--- src/rtl/ieee754_pkg.sv ---
// Shared IEEE-754 single-precision constants, state encoding and packing helper
// for the post-add normalize/round stage.
package ieee754_pkg;

   typedef enum logic [1:0] {StIdle, StNorm, StRound, StOut} ieee_state_e;

   localparam int unsigned MantW     = 28;
   localparam int unsigned CarryBit  = 27;
   localparam int unsigned HiddenBit = 26;
   localparam int unsigned FracMsb   = 25;
   localparam int unsigned FracLsb   = 3;
   localparam int unsigned GuardBit  = 2;
   localparam int unsigned RoundBit  = 1;
   localparam int unsigned StickyBit = 0;
   localparam int unsigned FracW     = 23;
   localparam int unsigned ExpW      = 8;
   // Internal exponent is wider so carry/round increments past 255 stay visible.
   localparam int unsigned ExpIntW   = 10;

   localparam int unsigned ExpBias      = 127;
   localparam int unsigned ExpMaxFinite = 2 * ExpBias;

   localparam logic [ExpW-1:0]  ExpInf   = 8'hFF;
   localparam logic [FracW-1:0] FracZero = 23'h0;

   typedef struct packed {
      logic               sign;
      logic [ExpIntW-1:0] exp;
      logic [MantW-1:0]   mant;
   } raw_sum_t;

   function automatic logic [31:0] pack_sp(input logic            sign,
                                           input logic [ExpW-1:0]  exp,
                                           input logic [FracW-1:0] frac);
      return {sign, exp, frac};
   endfunction

endpackage

--- src/rtl/ieee_adder_step2_if.sv ---
// Handshake bundle between the alignment/add stage, this normalize/round stage
// and the downstream consumer.
interface ieee_adder_step2_if;
   import ieee754_pkg::*;

   logic                in_valid;
   logic                in_ready;
   logic                in_sign;
   logic [ExpW-1:0]     in_exponent;
   logic [MantW-1:0]    in_mantissa;
   logic                out_valid;
   logic                out_ready;
   logic [31:0]         outputC;

   modport master (
      output in_valid, in_sign, in_exponent, in_mantissa, out_ready,
      input  in_ready, out_valid, outputC
   );

   modport slave (
      input  in_valid, in_sign, in_exponent, in_mantissa, out_ready,
      output in_ready, out_valid, outputC
   );

endinterface

--- src/rtl/ieee_round_rne.sv ---
// Combinational round-to-nearest-even and packing of a normalized sum.
// Define IEEE_STEP2_ROUND_EN to round; otherwise G/R/S are dropped (truncation).
module ieee_round_rne
   import ieee754_pkg::*;
(
   input  logic               sign_i,
   input  logic [ExpIntW-1:0] exp_i,
   input  logic [HiddenBit:0] mant_i,
   input  logic               zero_sign_i,
   output logic [31:0]        result_o
);

`ifdef IEEE_STEP2_ROUND_EN
   localparam bit RoundEn = 1'b1;
`else
   localparam bit RoundEn = 1'b0;
`endif

   logic               hidden;
   logic [FracW-1:0]   frac;
   logic               guard;
   logic               rnd;
   logic               sticky;
   logic               inc;
   logic [FracW+1:0]   sum;
   logic [ExpIntW-1:0] exp_fin;
   logic [FracW-1:0]   frac_fin;

   assign hidden = mant_i[HiddenBit];
   assign frac   = mant_i[FracMsb:FracLsb];
   assign guard  = mant_i[GuardBit];
   assign rnd    = mant_i[RoundBit];
   assign sticky = mant_i[StickyBit];
   assign inc    = RoundEn & guard & (rnd | sticky | frac[0]);
   assign sum    = {1'b0, hidden, frac} + {{(FracW + 1){1'b0}}, inc};

   always_comb begin
      exp_fin  = hidden ? exp_i : '0;
      frac_fin = sum[FracW-1:0];
      if (sum[FracW+1]) begin
         // Rounding carried past the hidden bit: renormalize in place.
         exp_fin  = exp_fin + 10'd1;
         frac_fin = sum[FracW:1];
      end else if (!hidden && sum[FracW]) begin
         exp_fin = 10'd1;
      end

      if (mant_i == '0) begin
         result_o = pack_sp(zero_sign_i, '0, FracZero);
      end else if (exp_fin > ExpIntW'(ExpMaxFinite)) begin
         result_o = pack_sp(sign_i, ExpInf, FracZero);
      end else begin
         result_o = pack_sp(sign_i, exp_fin[ExpW-1:0], frac_fin);
      end
   end

endmodule

--- src/rtl/ieee_adder_step2.sv ---
// Normalize/round stage of a single-precision adder: one-bit-per-cycle
// normalization, then rounding (RNE with IEEE_STEP2_ROUND_EN, else truncation).
module ieee_adder_step2
   import ieee754_pkg::*;
#(
   parameter logic ZERO_SIGN = 1'b0
) (
   input  logic               clock_in,
   input  logic               reset_in,
   ieee_adder_step2_if.slave  bus_io
);

   ieee_state_e        state_q;
   raw_sum_t           raw_q;
   logic               in_ready_q;
   logic               out_valid_q;
   logic [31:0]        result_q;

   logic [MantW-1:0]   mant_d;
   logic [ExpIntW-1:0] exp_d;
   logic               norm_done;
   logic [31:0]        round_result;

   always_comb begin
      mant_d    = raw_q.mant;
      exp_d     = raw_q.exp;
      norm_done = 1'b1;
      if (raw_q.mant[CarryBit]) begin
         // Bit shifted out folds into sticky so no rounding information is lost.
         mant_d = {1'b0, raw_q.mant[MantW-1:2], raw_q.mant[1] | raw_q.mant[0]};
         exp_d  = raw_q.exp + 10'd1;
      end else if (!raw_q.mant[HiddenBit] && (raw_q.mant != '0) && (raw_q.exp > 10'd1)) begin
         mant_d    = {raw_q.mant[MantW-2:0], 1'b0};
         exp_d     = raw_q.exp - 10'd1;
         norm_done = 1'b0;
      end
   end

   ieee_round_rne u_round (
      .sign_i      (raw_q.sign),
      .exp_i       (raw_q.exp),
      .mant_i      (raw_q.mant[HiddenBit:0]),
      .zero_sign_i (ZERO_SIGN),
      .result_o    (round_result)
   );

   always_ff @(posedge clock_in or posedge reset_in) begin
      if (reset_in) begin
         state_q     <= StIdle;
         raw_q       <= '0;
         in_ready_q  <= 1'b1;
         out_valid_q <= 1'b0;
         result_q    <= '0;
      end else begin
         unique case (state_q)
            StIdle: begin
               if (bus_io.in_valid) begin
                  raw_q.sign <= bus_io.in_sign;
                  raw_q.exp  <= {{(ExpIntW - ExpW){1'b0}}, bus_io.in_exponent};
                  raw_q.mant <= bus_io.in_mantissa;
                  in_ready_q <= 1'b0;
                  state_q    <= StNorm;
               end
            end
            StNorm: begin
               raw_q.mant <= mant_d;
               raw_q.exp  <= exp_d;
               if (norm_done) begin
                  state_q <= StRound;
               end
            end
            StRound: begin
               result_q    <= round_result;
               out_valid_q <= 1'b1;
               state_q     <= StOut;
            end
            StOut: begin
               // in_ready rises only on the next edge, so no same-cycle accept.
               if (bus_io.out_ready) begin
                  out_valid_q <= 1'b0;
                  in_ready_q  <= 1'b1;
                  state_q     <= StIdle;
               end
            end
            default: state_q <= StIdle;
         endcase
      end
   end

   assign bus_io.in_ready  = in_ready_q;
   assign bus_io.out_valid = out_valid_q;
   assign bus_io.outputC   = result_q;

endmodule

--- src/flat_wrapper.sv ---
// flat-port wrapper written by rule: the top's interface ports become plain ports
module ieee_adder_step2_flat import ieee754_pkg::*;
#(
   parameter logic ZERO_SIGN = 1'b0
)
  (clock_in, reset_in, bus_io_in_valid, bus_io_in_sign, bus_io_in_exponent, bus_io_in_mantissa, bus_io_out_ready, bus_io_in_ready, bus_io_out_valid, bus_io_outputC);
  ieee_adder_step2_if bus_io_i ();
  input  logic clock_in;
  input  logic reset_in;
  input wire logic [$bits(bus_io_i.in_valid)-1:0] bus_io_in_valid;
  input wire logic [$bits(bus_io_i.in_sign)-1:0] bus_io_in_sign;
  input wire logic [$bits(bus_io_i.in_exponent)-1:0] bus_io_in_exponent;
  input wire logic [$bits(bus_io_i.in_mantissa)-1:0] bus_io_in_mantissa;
  input wire logic [$bits(bus_io_i.out_ready)-1:0] bus_io_out_ready;
  output wire logic [$bits(bus_io_i.in_ready)-1:0] bus_io_in_ready;
  output wire logic [$bits(bus_io_i.out_valid)-1:0] bus_io_out_valid;
  output wire logic [$bits(bus_io_i.outputC)-1:0] bus_io_outputC;
  assign bus_io_i.in_valid = bus_io_in_valid;
  assign bus_io_i.in_sign = bus_io_in_sign;
  assign bus_io_i.in_exponent = bus_io_in_exponent;
  assign bus_io_i.in_mantissa = bus_io_in_mantissa;
  assign bus_io_i.out_ready = bus_io_out_ready;
  assign bus_io_in_ready = bus_io_i.in_ready;
  assign bus_io_out_valid = bus_io_i.out_valid;
  assign bus_io_outputC = bus_io_i.outputC;
  ieee_adder_step2 #(.ZERO_SIGN(ZERO_SIGN)) u_core (.clock_in(clock_in), .reset_in(reset_in), .bus_io(bus_io_i));
endmodule
--- config.mk ---
export PLATFORM = sky130hd
export DESIGN_NAME = ieee_adder_step2_flat
export DESIGN_NICKNAME = d
export VERILOG_FILES = /design/src/rtl/ieee754_pkg.sv /design/src/rtl/ieee_adder_step2_if.sv /design/src/rtl/ieee_round_rne.sv /design/src/rtl/ieee_adder_step2.sv /design/src/flat_wrapper.sv
export SDC_FILE = /design/constraint.sdc
export NUM_CORES = 1
export LEC_CHECK = 0
export CAP_MARGIN = 0
export CELL_PAD_IN_SITES_DETAIL_PLACEMENT = 0
export CELL_PAD_IN_SITES_GLOBAL_PLACEMENT = 1
export CORE_AREA = 2 2 109 100
export DETAILED_ROUTE_END_ITERATION = 6
export DIE_AREA = 0 0 111 102
export PLACE_DENSITY_LB_ADDON = 0.1
export SKIP_LAST_GASP = 1
export SLEW_MARGIN = 20
export SYNTH_ARGS = -nofsm -noshare
export SYNTH_HDL_FRONTEND = slang
export SYNTH_SLANG_ARGS = --single-unit
--- constraint.sdc ---
create_clock -name clock_in -period 3.05 [get_ports clock_in]
set_clock_uncertainty 0.05 [all_clocks]
set_input_delay 0.61 -clock clock_in [delete_from_list [all_inputs] [get_ports clock_in]]
set_output_delay 0.61 -clock clock_in [all_outputs]
set_load 0.1 [all_outputs]
Word level (Yosys, flattened, before mapping)
Index checks and enable logic that the tools add are counted.
{ "word_totals": {"inputBits": 41, "out_inout_bits": 34, "register_bits": 75} }
{ "classes": {"bitwise_logic": 1, "order_cmp": 2, "add_sub_neg": 2, "mux": 20, "reduce_logical": 15, "n_eq_ne": 7} }
{ "ops": {"columns": ["cell", "n"], "rows": [
  ["one-hot mux 38 bit (2 select lines)", 1],
  ["two-way mux 28 bit", 2],
  ["two-way mux 38 bit", 1],
  ["two-way mux 32 bit", 1],
  ["two-way mux 31 bit", 1],
  ["two-way mux 10 bit", 3],
  ["nonzero test 28 bit", 1],
  ["logical NOT 27 bit", 1],
  ["adder 10 x 1 -> 10 bit, second input constant", 1],
  ["greater-than comparator 10 x 1 -> 1 bit, second input constant", 1],
  ["greater-than comparator 10 x 8 -> 1 bit, second input constant", 1],
  ["subtractor 10 x 1 -> 10 bit, second input constant", 1],
  ["AND reduction 3 bit", 3],
  ["one-hot mux 2 bit (4 select lines)", 1],
  ["two-way mux 2 bit", 3],
  ["AND reduction 2 bit", 3],
  ["nonzero test 2 bit", 3],
  ["two-way mux 1 bit", 5],
  ["equality test 2 bit, second input constant", 2],
  ["inequality test 2 bit, second input constant", 2],
  ["one-hot mux 1 bit (2 select lines)", 2],
  ["inequality test 3 x 1 -> 1 bit, second input constant", 1],
  ["equality test 2 x 1 -> 1 bit, second input constant", 1],
  ["logical AND 1 bit", 2],
  ["other kinds (4)", 4]
]} }

Depth between registers and ports, before layout
{ "logic_depth": {"ltp_word": 7, "mapped_depth": 9, "ltp_nobuf": 7} }

Hierarchy
From an unflattened synthesis, not the netlist that was laid out.
{ "hier_totals": {"cells_unflattened": 466, "area_unflattened_um2": 4466.8} }
{ "modules_own_cells": {"columns": ["module", "instances", "seq_area_each_um2", "cells_each", "area_each_um2"], "rows": [
  ["ieee_adder_step2", 1, 1878.1, 410, 4125.2],
  ["ieee_round_rne", 1, 0.0, 56, 341.6]
]} }

Worst setup path after synthesis
OpenSTA, ideal clock, no wires.
{ "synth_path": {"path_type": "reg2reg", "from": "reg u_core.raw_q[34] (netlist name)", "to": "reg u_core.raw_q[13] (netlist name)", "setup_time_ns": 0.125, "required_time_ns": 2.875, "path_stages_with_launch": 8, "t_arrival_ns": 2.097, "path_buffers": 2, "synth_period_minus_slack_ns": 2.272, "setup_slack_ns": 0.778, "path_cell_list": "dfrtp_1 > buf_6 > or4_4 > or3_4 > o211ai_4 > a21oi_4 > buf_6 > mux2_4"} }
{ "synth_via": {"elab_chain_cells": 4} }
{ "synth_rtl": {"columns": ["element", "line", "rtl"], "rows": [
  ["start, declared", "ieee_adder_step2.sv:14", "raw_sum_t raw_q;"],
  ["greater-than comparator 10 x 1 -> 1 bit", "ieee_adder_step2.sv:32", "end else if (!raw_q.mant[HiddenBit] && (raw_q.mant != '0) && (raw_q.exp > 10'd1)) begin"],
  ["logical AND 1 bit", "ieee_adder_step2.sv:32", null],
  ["inequality test 3 x 1 -> 1 bit (no source line)", null, null],
  ["AND reduction 3 bit (no source line)", null, null]
]} }
Every way passes these cells.
A chain may end at the register's enable or synchronous reset.

Worst setup path after layout
{ "layout_path": {"from": "reg u_core.raw_q[34] (netlist name)", "to": "reg u_core.raw_q[21] (netlist name)"} }
The elaborated chain is that of the path after synthesis.

==> qor.txt <==
Post-Syn Nets - 416
Min Clock Period, post-route - 2.49 ns
I/O pin cnt - 75
DR DRC count - 0
Relative slew slack - 52.1%
CTS HTree Levels - 3
Largest net degree at the start of global routing - 41
Final period utilization - 81.6%
Avg WL per Cell - 19.4 um
Clock root cell - clkbuf_16
Primary FF master, synth - dfrtp_1
HPWL Detailed - 7760 um
Clock sink count - 75
Post-synthesis cell count - 368
Max Slew Vio Count - 0
Yosys warns - 0
Flops & latches, synth - 75
R2R Setup Slk - 0.56 ns
N_diodes - 0
Initial antenna violation count - 0
Post-Syn Area - 4100 um^2
Core Box Area - 10100 um^2
Layout fillers - 940
Final Hold Fails - 0
Actual slew at the worst max-slew pin - 0.719 ns
1st-iter DRT viols - 220
Max-cap violations - 0
First-pass GRT wire length - 18300 um
Status - finished clean
HP Class - reg2reg
Share of layout cells above drive strength 1 - 21.8%
Cell variety after synth - 58
Die width - 111 um
P&R area growth vs syn - 26.3%
Routed Antenna Nets - 0
Sequential area share after synthesis - 45.8%
Num CTS Buffers - 9
Grt ovf - 0
Fmax - 0.402 GHz
Detailed Route WL - 11100 um
CP Max Fanout - 23
# rows - 35
Most common cell after layout, fill and taps aside - dfrtp_1
Clk slew on worst S/H paths - 0.06 ns
Avg Inst Size Synth - 11.2 um^2
EDFF count, synth - 0
Setup TNS - 0 ns
Via count - 3379
Worst EP arrival - 2.66 ns
# resized after CTS - 0
CTS tree - built
Die Y - 102 um
DRT Pass-1 Iters - 4
RSZ-0062 raised after global routing - false
I/O Buffers - 74
Gpl congestion - 0.843
Asr flop ratio synth - 100%
Starting Density - 40.6%
Most frequent cells in the layout - 74 x dfrtp_1, 44 x buf_4, 40 x clkdlybuf4s50_1
CP startpoint kind - register
CP Class - reg2reg
Routed vias/inst - 5.89
Latest clock arrival within the worst-skew pair - 0.34 ns
Clock tree buffer depth - 2
DIE AREA - 11300 um^2
Setup crit end kind - register
Total GRT Usage - 20.7%
Crit path required time - 3.22 ns
# hold bufs at CTS - 0
Final nets - 488
Number of global-route vias before repair - 3289
Postcts setup bufs - 0
Endpoints failing setup - 0
per-layer routing:
metal | vias up | GRT usage (%) | part of all wire (%)
li1 | 1584 | - | -
met4 | 0 | 6.06 | 1.4
met1 | 1692 | 30.8 | 50
met2 | 91 | 30.1 | 44
met5 | - | 0 | 0
met3 | 12 | 4.80 | 4.9
registers in the layout, indices dropped and copies added (netlist names):
| name | count |
|---|---|
| u_core.raw_q | 39 |
| u_core.state_q | 2 |
| u_core.bus_io.outputC | 32 |
| u_core.bus_io.in_ready | 1 |
| u_core.bus_io.out_valid | 1 |
synthesized netlist by cell type (all sizes together), types with 4 or more instances:
library cell,count,area share (%)
dfrtp,74,45
a221o,26,6.3
and3,26,4.0
mux2,26,9.3
a22o,25,5.3
nor2,21,1.9
clkbuf,19,1.7
inv,15,1.4
nand2,14,1.3
a21oi,13,2.0
o21ai,12,1.6
o2bb2ai,12,2.6
nor4,11,1.7
buf,7,1.7
ha,7,2.1
nor3,6,0.73
and4,4,0.85
mux2i,4,0.98
nand4,4,0.61
o31ai,4,0.73
critical path: stages (launching register included):
cell and delay, ns:
dfrtp_1 0.47, or4_4 0.59, o31ai_1 0.36, a21oi_2 0.15, buf_12 0.19, a221o_1 0.30
mux2_4 0.26
stage by stage:
step / area (um^2) / setup slack, ns / util, % / std cells / hold slack, ns
final: 5180 / 0.561 / 51.3 / 574 / 0.439
after global routing: 5180 / 0.434 / 51.3 / 574 / 0.457
after CTS: 5180 / 0.533 / 51.3 / 574 / 0.444
after detailed placement: 4910 / 0.558 / 48.6 / 558 / 0.428
after global placement: 4910 / 0.569 / 48.6 / 558 / 0.425
after floorplan: 4100 / 0.482 / - / 368 / 0.429
worst paths after layout:
path | startpoint | end | depth (start not counted)
setup / recovery | u_core.raw_q[34]$_DFFE_PP0P_ | u_core.raw_q[21]$_DFFE_PP0P_ | 6
hold / removal | u_core.bus_io.outputC[30]$_DFFE_PP0P_ | u_core.bus_io.outputC[30]$_DFFE_PP0P_ | 1
setup reg to reg | u_core.raw_q[34]$_DFFE_PP0P_ | u_core.raw_q[21]$_DFFE_PP0P_ | 6
hold reg to reg | u_core.bus_io.outputC[30]$_DFFE_PP0P_ | u_core.bus_io.outputC[30]$_DFFE_PP0P_ | 1
max in group asynchronous | reset_in | u_core.bus_io.outputC[17]$_DFFE_PP0P_ | 4
min in group asynchronous | reset_in | u_core.bus_io.outputC[29]$_DFFE_PP0P_ | 2
area by class of cell:
cell class	count	area [um^2]	area share [%]
repair buffers	87	791	15.3
multi-input cells	252	2030	39.1
clock buffers	10	229	4.42
well taps	129	161	3.11
clock inverters	6	42.5	0.820
flip-flops and latches	75	1880	36.2
inverters	15	56.3	1.09
cell families after synthesis:
| group | count (synthesis) | synth area share, % |
|---|---|---|
| AOI/OAI and AO/OA | 114 | 23.2 |
| and+or+nand+nor | 100 | 13.5 |
| DFF | 75 | 45.8 |
| buffers and inverters | 41 | 4.85 |
| muxes | 30 | 10.3 |
| adders and majority gates | 7 | 2.13 |
| xor gates and xnor gates | 1 | 0.213 |
Power is not shown: default switching activity piles up to over one toggle a cycle in this logic, so the estimate is an artifact.
